## src/rtl/fifo_stream_drain_pkg.sv

```systemverilog
// Shared types and constants for the FIFO read-side stream drain.
package fifo_stream_drain_pkg;

   typedef enum logic [1:0] {
      S_EMPTY = 2'd0,
      S_ONE   = 2'd1,
      S_TWO   = 2'd2
   } drain_state_e;

   localparam int          DRAIN_BUF_DEPTH = 2;
   localparam int unsigned PERF_CNT_W      = 16;

endpackage : fifo_stream_drain_pkg

```

## src/rtl/fifo_stream_drain.sv

```systemverilog
// Drains a sync FIFO into a valid/ready stream through a 2-entry skid buffer.
// Optional FIFO_STREAM_PERF_EN adds saturating stall/starve counters.
module fifo_stream_drain
   import fifo_stream_drain_pkg::*;
#(
   parameter int unsigned FIFO_WIDTH = 16
) (
   input  logic                  clk,
   input  logic                  rst,
   input  logic                  flush,
   input  logic                  fifo_empty,
   input  logic                  fifo_underflow,
   input  logic [FIFO_WIDTH-1:0] fifo_data_out,
   output logic                  fifo_rd_en,
   output logic                  m_valid,
   output logic [FIFO_WIDTH-1:0] m_data,
   input  logic                  m_ready,
   output logic                  err_underflow
`ifdef FIFO_STREAM_PERF_EN
   ,
   output logic [PERF_CNT_W-1:0] stall_cnt,
   output logic [PERF_CNT_W-1:0] starve_cnt
`endif
);

   drain_state_e          r_state;
   logic                  r_inflight;
   logic                  r_err_underflow;
   logic [FIFO_WIDTH-1:0] r_entry0;
   logic [FIFO_WIDTH-1:0] r_entry1;

   logic                  w_pop;
   logic                  w_push;
   logic [2:0]            w_occ;
   logic [2:0]            w_credit;

   assign m_valid       = !rst && (r_state != S_EMPTY);
   assign m_data        = rst ? '0 : r_entry0;
   assign err_underflow = r_err_underflow;

   assign w_pop    = m_valid & m_ready;
   assign w_push   = r_inflight & !fifo_underflow & !flush;
   assign w_occ    = {1'b0, r_state};
   // Slots committed after this edge: buffered words plus the returning read, minus the pop.
   assign w_credit = w_occ + {2'b00, r_inflight} - {2'b00, w_pop};

   assign fifo_rd_en = !rst && !flush && !fifo_empty && (w_credit < 3'(DRAIN_BUF_DEPTH));

   always_ff @(posedge clk) begin
      if (rst) begin
         r_state         <= S_EMPTY;
         r_inflight      <= 1'b0;
         r_err_underflow <= 1'b0;
         r_entry0        <= '0;
         r_entry1        <= '0;
      end else begin
         r_inflight <= fifo_rd_en;
         if (r_inflight && fifo_underflow) begin
            r_err_underflow <= 1'b1;
         end
         if (flush) begin
            r_state  <= S_EMPTY;
            r_entry0 <= '0;
            r_entry1 <= '0;
         end else begin
            case (r_state)
               S_EMPTY: begin
                  if (w_push) begin
                     r_entry0 <= fifo_data_out;
                     r_state  <= S_ONE;
                  end
               end
               S_ONE: begin
                  if (w_push && w_pop) begin
                     r_entry0 <= fifo_data_out;
                  end else if (w_push) begin
                     r_entry1 <= fifo_data_out;
                     r_state  <= S_TWO;
                  end else if (w_pop) begin
                     r_state  <= S_EMPTY;
                  end
               end
               S_TWO: begin
                  if (w_pop) begin
                     r_entry0 <= r_entry1;
                     if (w_push) begin
                        r_entry1 <= fifo_data_out;
                     end else begin
                        r_state <= S_ONE;
                     end
                  end
               end
               default: r_state <= S_EMPTY;
            endcase
         end
      end
   end

`ifdef FIFO_STREAM_PERF_EN
   logic [PERF_CNT_W-1:0] r_stall_cnt;
   logic [PERF_CNT_W-1:0] r_starve_cnt;

   // Saturating counters; flush deliberately leaves them untouched.
   always_ff @(posedge clk) begin
      if (rst) begin
         r_stall_cnt  <= '0;
         r_starve_cnt <= '0;
      end else begin
         if (m_valid && !m_ready && (r_stall_cnt != '1)) begin
            r_stall_cnt <= r_stall_cnt + PERF_CNT_W'(1);
         end
         if (!m_valid && fifo_empty && (r_starve_cnt != '1)) begin
            r_starve_cnt <= r_starve_cnt + PERF_CNT_W'(1);
         end
      end
   end

   assign stall_cnt  = r_stall_cnt;
   assign starve_cnt = r_starve_cnt;
`endif

   a_credit: assert property (@(posedge clk) disable iff (rst)
      (w_occ + {2'b00, r_inflight}) <= 3'(DRAIN_BUF_DEPTH));

   a_no_push_full: assert property (@(posedge clk) disable iff (rst)
      !(w_push && (r_state == S_TWO)));

   a_data_stable: assert property (@(posedge clk) disable iff (rst)
      (m_valid && !m_ready && !flush) |=> $stable(m_data));

   a_no_rd_empty: assert property (@(posedge clk)
      !(fifo_rd_en && fifo_empty));

endmodule : fifo_stream_drain

```

## config.mk

```make
export PLATFORM = sky130hd
export DESIGN_NAME = fifo_stream_drain
export DESIGN_NICKNAME = d
export VERILOG_FILES = /design/src/rtl/fifo_stream_drain_pkg.sv /design/src/rtl/fifo_stream_drain.sv
export SDC_FILE = /design/constraint.sdc
export NUM_CORES = 1
export LEC_CHECK = 0
export BUFFER_PORTS_ARGS = -buffer_cell sky130_fd_sc_hd__buf_2
export CORE_ASPECT_RATIO = 0.75
export CORE_MARGIN = 2
export CORE_UTILIZATION = 36
export DETAILED_ROUTE_END_ITERATION = 7
export PLACE_DENSITY_LB_ADDON = 0.2
export SKIP_LAST_GASP = 1
export SLEW_MARGIN = 0
export SYNTH_ARGS = -nofsm -noshare
export SYNTH_HDL_FRONTEND = slang
export SYNTH_SLANG_ARGS = --single-unit
```

## constraint.sdc

```tcl
create_clock -name clk -period 5.1 [get_ports clk]
set_clock_uncertainty 0.2 [all_clocks]
set_input_delay 0.51 -clock clk [delete_from_list [all_inputs] [get_ports clk]]
set_output_delay 0.51 -clock clk [all_outputs]
set_load 0.005 [all_outputs]
```

Word-level counts from Yosys, hierarchy flattened
Cells that the tools add are included.

storage, ports and cells
  register bits = 36
  logic and storage cells = 53
  bits of input ports = 22

operators by class
  magnitude comparators = 1
  equality and inequality tests = 8
  add/sub/neg operators = 2
  reductions and logical operators = 18
  multiplexer cells = 16
  bitwise gates (word level) = 3

operators by type and width
  cell                                                                          number
  16-bit two-way mux                                                            7
  16-bit one-hot mux with 3 select lines                                        1
  16-bit one-hot mux with 2 select lines                                        1
  2-bit two-way mux                                                             6
  2-bit inequality test, second input constant                                  5
  1-bit logical AND                                                             6
  2-bit one-hot mux with 3 select lines                                         1
  5-bit AND reduction                                                           1
  1-bit logical NOT                                                             4
  4-bit AND reduction                                                           1
  2-bit nonzero test                                                            2
  2-bit by 1-bit adder with 3-bit output                                        1
  1-bit AND                                                                     3
  3-bit by 2-bit less-than comparator with 1-bit output, second input constant  1
  3-bit inequality test, second input constant                                  1
  3-bit AND reduction                                                           1
  3-bit nonzero test                                                            1
  3-bit by 1-bit subtractor with 3-bit output                                   1
  2-bit by 1-bit == test with 1-bit output, second input constant               1
  2-bit == test, second input constant                                          1
  2-bit logical NOT                                                             1
  2-bit OR reduction                                                            1

Depth between registers and ports, before layout
Gate-level depths: netlist of run 1.

  depth in word-level cells = 7
  depth in mapped cells = 7
  depth with buffers taken out = 6

Worst setup path after synthesis of run 1
Ideal clock, no wire load.

  path kind = input to output
  start = input port rst
  end = output port fifo_rd_en
  required time = 4.390 ns
  cell stages on the path = 4
  path slack = 2.648 ns
  arrival = 1.742 ns
  path through = clkbuf_1 -> nor4b_1 -> fa_1 -> and4b_1

between the ends
  word-level cells in the longest chain between the ends = 6
  elaborated cells on any way between the ends = 8

ends and longest elaborated chain
  element                                                line                                              source
  from (decl)                                            fifo_stream_drain.sv:9                            input logic rst,
  1-bit logical NOT (*)                                  fifo_stream_drain.sv:37, fifo_stream_drain.sv:47
  1-bit logical AND                                      fifo_stream_drain.sv:37                           assign m_valid = !rst && (r_state != S_EMPTY);
  1-bit AND                                              fifo_stream_drain.sv:41                           assign w_pop = m_valid & m_ready;
  3-bit by 1-bit subtractor with 3-bit output            fifo_stream_drain.sv:45                           assign w_credit = w_occ + {2'b00, r_inflight} - {2'b00, w_pop};
  3-bit by 2-bit less-than comparator with 1-bit output  fifo_stream_drain.sv:47                           assign fifo_rd_en = !rst && !flush && !fifo_empty && (w_credit < 3'(DRAIN_BUF_DEPTH));
  1-bit logical AND (*)                                  fifo_stream_drain.sv:47
  to (decl)                                              fifo_stream_drain.sv:14                           output logic fifo_rd_en,

Every way passes the cells marked *; elsewhere a longest branch is shown, timed or not.

Worst setup path in the final report of run 1
Same ends and word-level chain as after synthesis.

==> flow_metrics.py, run 1 <==
metrics = {
    "floorplanning": {
        "io_pins": 41,
        "die_w_um": 86.09,
        "start_util": 0.3734,
        "rows": 22,
        "dieArea_um2": 5644,
        "dieHeight_um": 65.57,
        "core_area_um2": 4872,
    },
    "grt": {
        "grt_antenna_before_repair": 0,
        "grt_max_degree": 35,
        "grt_pass1_wl_mm": 7.486,
        "grt_usage": 0.1702,
        "grt_pass1_vias": 1435,
        "grt_overflow": 0,
    },
    "cts": {
        "clkTransAtPathRegs_ps": 80,
        "cts_buffers": 5,
        "cts_max_level": 2,
        "cts_resized": 0,
        "clk-insertion-delay-late_ps": 290,
        "cts_tree": "done",
        "clkSinkCount": 36,
        "cts_hold_buffers": 0,
        "cts_root_buffer": "clkbuf_8",
        "ctsLongestPathBuffers": 2,
        "cts_setup_buffers": 0,
    },
    "worst_setup_path": {
        "reg2regPathDepth": 4,
        "cp.depth": 8,
        "critPathMaxFanout": 24,
        "crit_family": "simple AND/OR/NAND/NOR gates",
        "reg2reg_from": "r_state[1]$_SDFFE_PP0P_",
        "crit_path_start_kind": "input pin",
        "crit_end": "fifo_rd_en",
        "worst-path-buf-inv": 2,
        "rrSetupSlack_ps": 2540,
        "startpoint": "rst",
        "crit_type": "input pin to primary output",
        "slowest_delay_ps": 390,
        "cp-end-kind": "primary output",
        "arrival_ps": 2270,
        "critPathSlowestCell": "fa_1",
        "path_cells": "buf_2 -> nand2b_1 -> xnor2_1 -> nand2_1 -> fa_1 -> xnor2_1 -> and4b_1 -> buf_2",
        "critPathRequiredTime_ps": 4390,
        "reg2reg_to": "r_entry0[15]$_SDFFE_PP0P_",
    },
    "synth": {
        "synthMuxAreaShare": 0.08803,
        "synth_top_family_by_area": "compound AO/OA/AOI/OAI gates",
        "synth-simple-area-share": 0.1843,
        "synth_fa_ha_area_frac": 0.01100,
        "netlist_area_um2": 1819,
        "syn_inst": 199,
        "synth_xor_area_frac": 0.009629,
        "synth_compound_area_frac": 0.2524,
        "synth_area_per_cell_um2": 9.142,
        "yosysWarnings": 0,
        "synth_seq_cells": 36,
        "syn-num-nets": 222,
        "seq_area_frac_synth": 0.3961,
        "synth_cell_type_count": 33,
    },
    "route": {
        "detail_route.vias_per_cell": 5.491,
        "finalWirelength_mm": 4.590,
        "drtIter0Drc": 66,
        "antenna_left": 0,
        "post_drt_wl_per_cell_um": 15.77,
        "drc": 0,
        "vias": 1598,
        "drt_pre_antenna_iters": 4,
    },
    "placed_design": {
        "io_buffer_count": 40,
        "numPlacedInstances": 284,
        "preCtsSetupSlack_ps": 2149,
        "dp_hpwl_mm": 2.826,
        "gp_congestion": 0.7180,
    },
    "finish": {
        "drive_gt1_frac": 0.2424,
        "multi_input_area_um2": 1001,
        "final_cells": 291,
        "insertedDiodeCount": 0,
        "fill_cells": 512,
        "nets": 254,
        "regArea_um2": 720.7,
        "layout_commonest_cell": "buf_2",
        "synthToLayoutAreaGrowth_pct": 16.30,
        "layout_common_cells": "buf_2, dfxtp_1, a21oi_1",
    },
    "power": {
        "seq_power_share": 0.523,
        "p_total_uw": 543.6,
        "switching_share": 0.2280,
        "power_frac_clock": 0.407,
        "p_int_uw": 419.6,
        "switchingPower_uw": 123.9,
        "p_leak_uw": 0.0009790,
        "power_frac_comb": 0.070,
        "cellPowerDensity_nw_per_um2": 256.9,
        "vdd_drop_max_uv": 109.0,
    },
    "timing": {
        "holdWs_ps": 264.9,
        "fin_crit_ps": 2976,
        "rsz0062_at_grt": "no",
        "worstMarginPinSlew_ps": 1152,
        "finalHoldViolCount": 0,
        "setup_viol": 0,
        "max_clock_freq_mhz": 336.1,
        "timing.final.ws_setup_ps": 2124,
        "relSlewSlack": 0.2321,
        "fin_tns_setup_ps": 0,
        "slew_violations": 0,
        "fin_crit_sh": 0.5834,
    },
    "worst_hold_path": {
        "min_from": "err_underflow$_SDFFE_PP0P_",
        "hold_class": "flop to flop",
    },
    "outcome": {
        "status": "finished, final reports clean",
    },
    "flow_run": {
        "maxCapViolCount": 0,
    },
}
[routing by layer]
| metal | vias up | GRT usage | wire (um) |
|---|---|---|---|
| li1 | 787 | - | - |
| met1 | 759 | 0.2544 | 2394 |
| met2 | 45 | 0.2422 | 1930 |
| met3 | 7 | 0.03769 | 223 |
| met4 | 0 | 0.04762 | 42 |
| met5 | - | 0 | 0 |
[power groups by stage]
stage | Sequential (uW) | Clock (uW) | Combinational (uW)
after CTS | 284 | 227 | 38.1
after global placement | 291 | 0 | 38.2
final | 285 | 221 | 38.0
after detailed placement | 291 | 0 | 38.1
after floorplan | 290 | 0 | 21.3
after global routing | 285 | 238 | 41.7
[worst min-delay path by stage]
| stage | to | slack, ps | cells after the start |
|---|---|---|---|
| CTS | r_state[1]$_SDFFE_PP0P_ | 260 | 2 |
| global placement | err_underflow$_SDFFE_PP0P_ | 250 | 2 |
| floorplan | r_entry1[14]$_SDFFE_PP0P_ | 250 | 2 |
| detailed placement | err_underflow$_SDFFE_PP0P_ | 250 | 2 |
| global route | r_state[1]$_SDFFE_PP0P_ | 270 | 2 |
| finish | err_underflow$_SDFFE_PP0P_ | 260 | 2 |
[stage by stage]
stage	utilization	instance area (um2)
final	0.4343	2116
after global routing	0.4343	2116
after CTS	0.4343	2116
after detailed placement	0.4145	2019
after global placement	0.4145	2019
after floorplan	-	1819
[flip-flops by register name, indices dropped and copies added (netlist names)]
name           cells
r_inflight         1
r_state            2
err_underflow      1
r_entry0          16
r_entry1          16
[synth_stat cells]
master,n,area share
nor3_1,4,0.011
nor3b_2,1,0.0069
buf_6,2,0.012
a21boi_1,2,0.0083
fa_1,1,0.011
nor2b_1,17,0.058
and4b_1,2,0.011
dfxtp_1,36,0.40
o21ai_0,16,0.044
xnor2_1,2,0.0096
or3b_1,1,0.0048
buf_4,2,0.0083
nand3b_1,1,0.0041
o22ai_1,1,0.0034
a21oi_1,18,0.050
a21oi_4,1,0.0089
or2_1,1,0.0034
o31ai_1,16,0.066
o41a_1,1,0.0062
o22a_1,1,0.0048
a31oi_1,1,0.0034
mux2i_1,16,0.088
or4b_4,1,0.0076
nor3_2,1,0.0055
buf_2,4,0.011
a21boi_0,14,0.058
nand2b_1,3,0.010
nor4b_1,1,0.0048
nand2_1,1,0.0021
nand3_1,16,0.044
clkbuf_1,9,0.019
nor2_1,5,0.010
buf_8,1,0.0083
[tightest hold or removal path, delay by kind of cell, from the launching register on]
family          cells  cell delay (ps)
compound gates      1               40
flops               1              330
simple gates        1               70
[logic make-up after synthesis]
group / Yosys count
xor gates and xnor gates: 2
muxes: 16
AOI/OAI and AO/OA: 71
DFF: 36
buffers and inverters: 18
and+or+nand+nor: 55
adders and majority gates: 1
[layout make-up]
class                      count  area share
timing repair buffer          43      0.1053
sequential                    36      0.3406
clock buffer                   7     0.04554
tap                           60     0.03548
multi-input combinational    145      0.4731
Power figures use the tool's default switching activity.
==> inputs of run 2 (changes only) <==
- ABC_AREA: default -> 1
- clock period: 5.1 -> 2.9 ns (I/O delays scaled with it)
==> run 2 against run 1 <==
Net effect:
- combinational power increased by 150%
- count of clock-buffer cells in the layout decreased by 1
- first-iteration DRC count decreased by 15%
- critical path type is now flop to primary output
- synthesized cell count increased by 64%
- area after synthesis increased by 12%
- via count increased by 22%
- setup slack got worse by 1900 ps
- highest routed layer unchanged
- final cell count increased by 49%
- register-to-register slack got worse by 1700 ps
- critical path depth increased by 1
- global-route usage decreased by 1.7 points
==> flow_metrics.py, run 2 <==
metrics = {
    "worst_setup_path": {
        "critPathRequiredTime_ps": 2410,
        "crit_path_start_kind": "flop",
        "arrival_ps": 2150,
        "rrSetupSlack_ps": 830,
        "cp-end-kind": "primary output",
        "crit_type": "flop to primary output",
        "critPathMaxFanout": 7,
    },
    "outcome": {
        "status": "finished, final reports clean",
    },
    "synth": {
        "synth_edf_count": 0,
        "syn_inst": 326,
        "netlist_area_um2": 2043,
        "ys_top_cells_by_area": "dfxtp_1, nand2_1, nor2_1",
        "synth_ff_type": "dfxtp_1",
        "synth_cell_type_count": 24,
        "yosysMostFrequentCell": "nand2_1",
        "syn-num-nets": 349,
        "synth.top_cell.area_share": 0.3527,
        "yosysTopAreaCell": "dfxtp_1",
        "synth_seq_cells": 36,
        "ys_top_cells_by_count": "nand2_1, nor2_1, inv_1, dfxtp_1",
        "yosysWarnings": 0,
        "synth_area_per_cell_um2": 6.268,
        "seq_area_frac_synth": 0.3527,
        "synth_async_sr_flop_share": 0,
    },
    "route": {
        "antenna_left": 0,
        "finalWirelength_mm": 4.577,
        "post_drt_wl_per_cell_um": 10.55,
        "drt_pre_antenna_iters": 4,
        "detail_route.vias_per_cell": 4.475,
        "vias": 1942,
        "drtIter0Drc": 56,
        "drc": 0,
    },
    "timing": {
        "finalHoldViolCount": 0,
        "fin_tns_setup_ps": 0,
        "worstMarginPinSlew_ps": 800.2,
        "relSlewSlack": 0.4653,
        "setup_viol": 0,
        "fin_crit_ps": 2644,
        "fin_crit_sh": 0.9117,
        "slew_violations": 0,
        "rsz0062_at_grt": "no",
        "holdWs_ps": 41.33,
        "max_clock_freq_mhz": 378.2,
    },
    "finish": {
        "synthToLayoutAreaGrowth_pct": 14.76,
        "final_cells": 434,
        "layout_common_cells": "nand2_1, inv_1, nor2_1",
        "reg_top3": "r_entry0: 16 flops, r_entry1: 16 flops, r_state: 2 flops",
        "nets": 382,
        "drive_gt1_frac": 0.1755,
        "insertedDiodeCount": 0,
        "layout_commonest_cell": "nand2_1",
    },
    "grt": {
        "grt_pass1_wl_mm": 7.893,
        "grt_usage": 0.1529,
        "grt_pass1_vias": 1680,
        "grt_max_degree": 34,
        "grt_antenna_before_repair": 0,
        "grt_overflow": 0,
    },
    "placed_design": {
        "io_buffer_count": 40,
        "dp_hpwl_mm": 3.091,
        "gp_congestion": 0.7556,
        "numPlacedInstances": 426,
    },
    "cts": {
        "clkSinkCount": 36,
        "cts_setup_buffers": 0,
        "clkTransAtPathRegs_ps": 70,
        "clk-insertion-delay-late_ps": 280,
        "cts_root_buffer": "clkbuf_8",
        "cts_max_level": 2,
        "cts_buffers": 5,
        "ctsLongestPathBuffers": 2,
        "cts_tree": "done",
    },
    "floorplanning": {
        "dieArea_um2": 6301,
        "dieHeight_um": 69.25,
        "rows": 23,
        "start_util": 0.3777,
        "io_pins": 41,
        "core_area_um2": 5410,
        "die_w_um": 90.99,
    },
    "worst_hold_path": {
        "hold_class": "input pin to flop",
    },
    "power": {
        "vdd_drop_max_uv": 162.0,
        "p_leak_uw": 0.001023,
        "cellPowerDensity_nw_per_um2": 396.4,
    },
    "flow_run": {
        "maxCapViolCount": 0,
    },
}
==> run 2: cell count changes after synthesis, sizes merged, moves of 17 or more <==
cell	delta
inv	+53
nand2	+61
nand3	+18
nor2	+51
nor2b	-17
==> run 2: final timing paths <==
kind	start	end	depth (start not counted)
max reg2reg	r_inflight$_SDFF_PP0_	r_entry1[5]$_SDFFE_PP0P_	7
max	r_state[1]$_SDFFE_PP0P_	fifo_rd_en	9
min reg2reg	err_underflow$_SDFFE_PP0P_	err_underflow$_SDFFE_PP0P_	2
min	fifo_underflow	err_underflow$_SDFFE_PP0P_	3
==> run 2: logic make-up after synthesis <==
family | after synthesis | synth area share
compound gates | 54 | 0.1390
xor+xnor | 1 | 0.004287
fa+ha+maj | 1 | 0.009798
buf+inv | 78 | 0.1672
flops | 36 | 0.3527
simple gates | 156 | 0.3270
==> run 2: routing by layer <==
| layer | part of all wire | GRT usage |
|---|---|---|
| met4 | 0.010 | 0.04714 |
| met2 | 0.38 | 0.2082 |
| met1 | 0.56 | 0.2341 |
| met5 | 0 | 0 |
| met3 | 0.052 | 0.03696 |
==> run 2: power by group <==
part           switching, uW  internal, uW  total [uW]
sequential              2.67           499         501
clock                    171           163         335
combinational           57.9          35.5        93.4
total                    232           697         929
==> run 2: worst max-delay path, stage by stage, from the launching register on <==
cell	delay, ps
dfxtp_2	410
nor2_2	80
nor2_4	130
nand2_4	100
nor2_2	130
o21ai_1	100
fa_1	480
inv_1	50
nor4_1	230
buf_2	160
==> run 2: cell type report <==
class / instances / area (um2)
fill: 627 / 3065
multi-input combinational: 212 / 985.9
sequential: 36 / 721.9
timing repair buffer: 46 / 247.7
inverter: 58 / 217.7
tap: 75 / 93.84
clock buffer: 6 / 72.57
clock inverter: 1 / 5.005
==> run 2: metrics by stage <==
step                      power, uW    util  worst slack (ps)  cell area [um2]
final                         929.4  0.4334             256.1             2345
after floorplan               574.1       -             553.0             2043
after global routing          975.7  0.4334             29.70             2345
after CTS                     947.0  0.4327             74.64             2341
after global placement        604.8  0.4165             461.3             2253
after detailed placement      605.6  0.4165             399.5             2253
==> run 2: timing repair <==
action / 4_1_cts / 5_1_grt
hold buffers: 1 / 0
resized for setup: 0 / 2
endpoints found under the hold margin: 1 / 0
setup endpoints to repair: 0 / 1
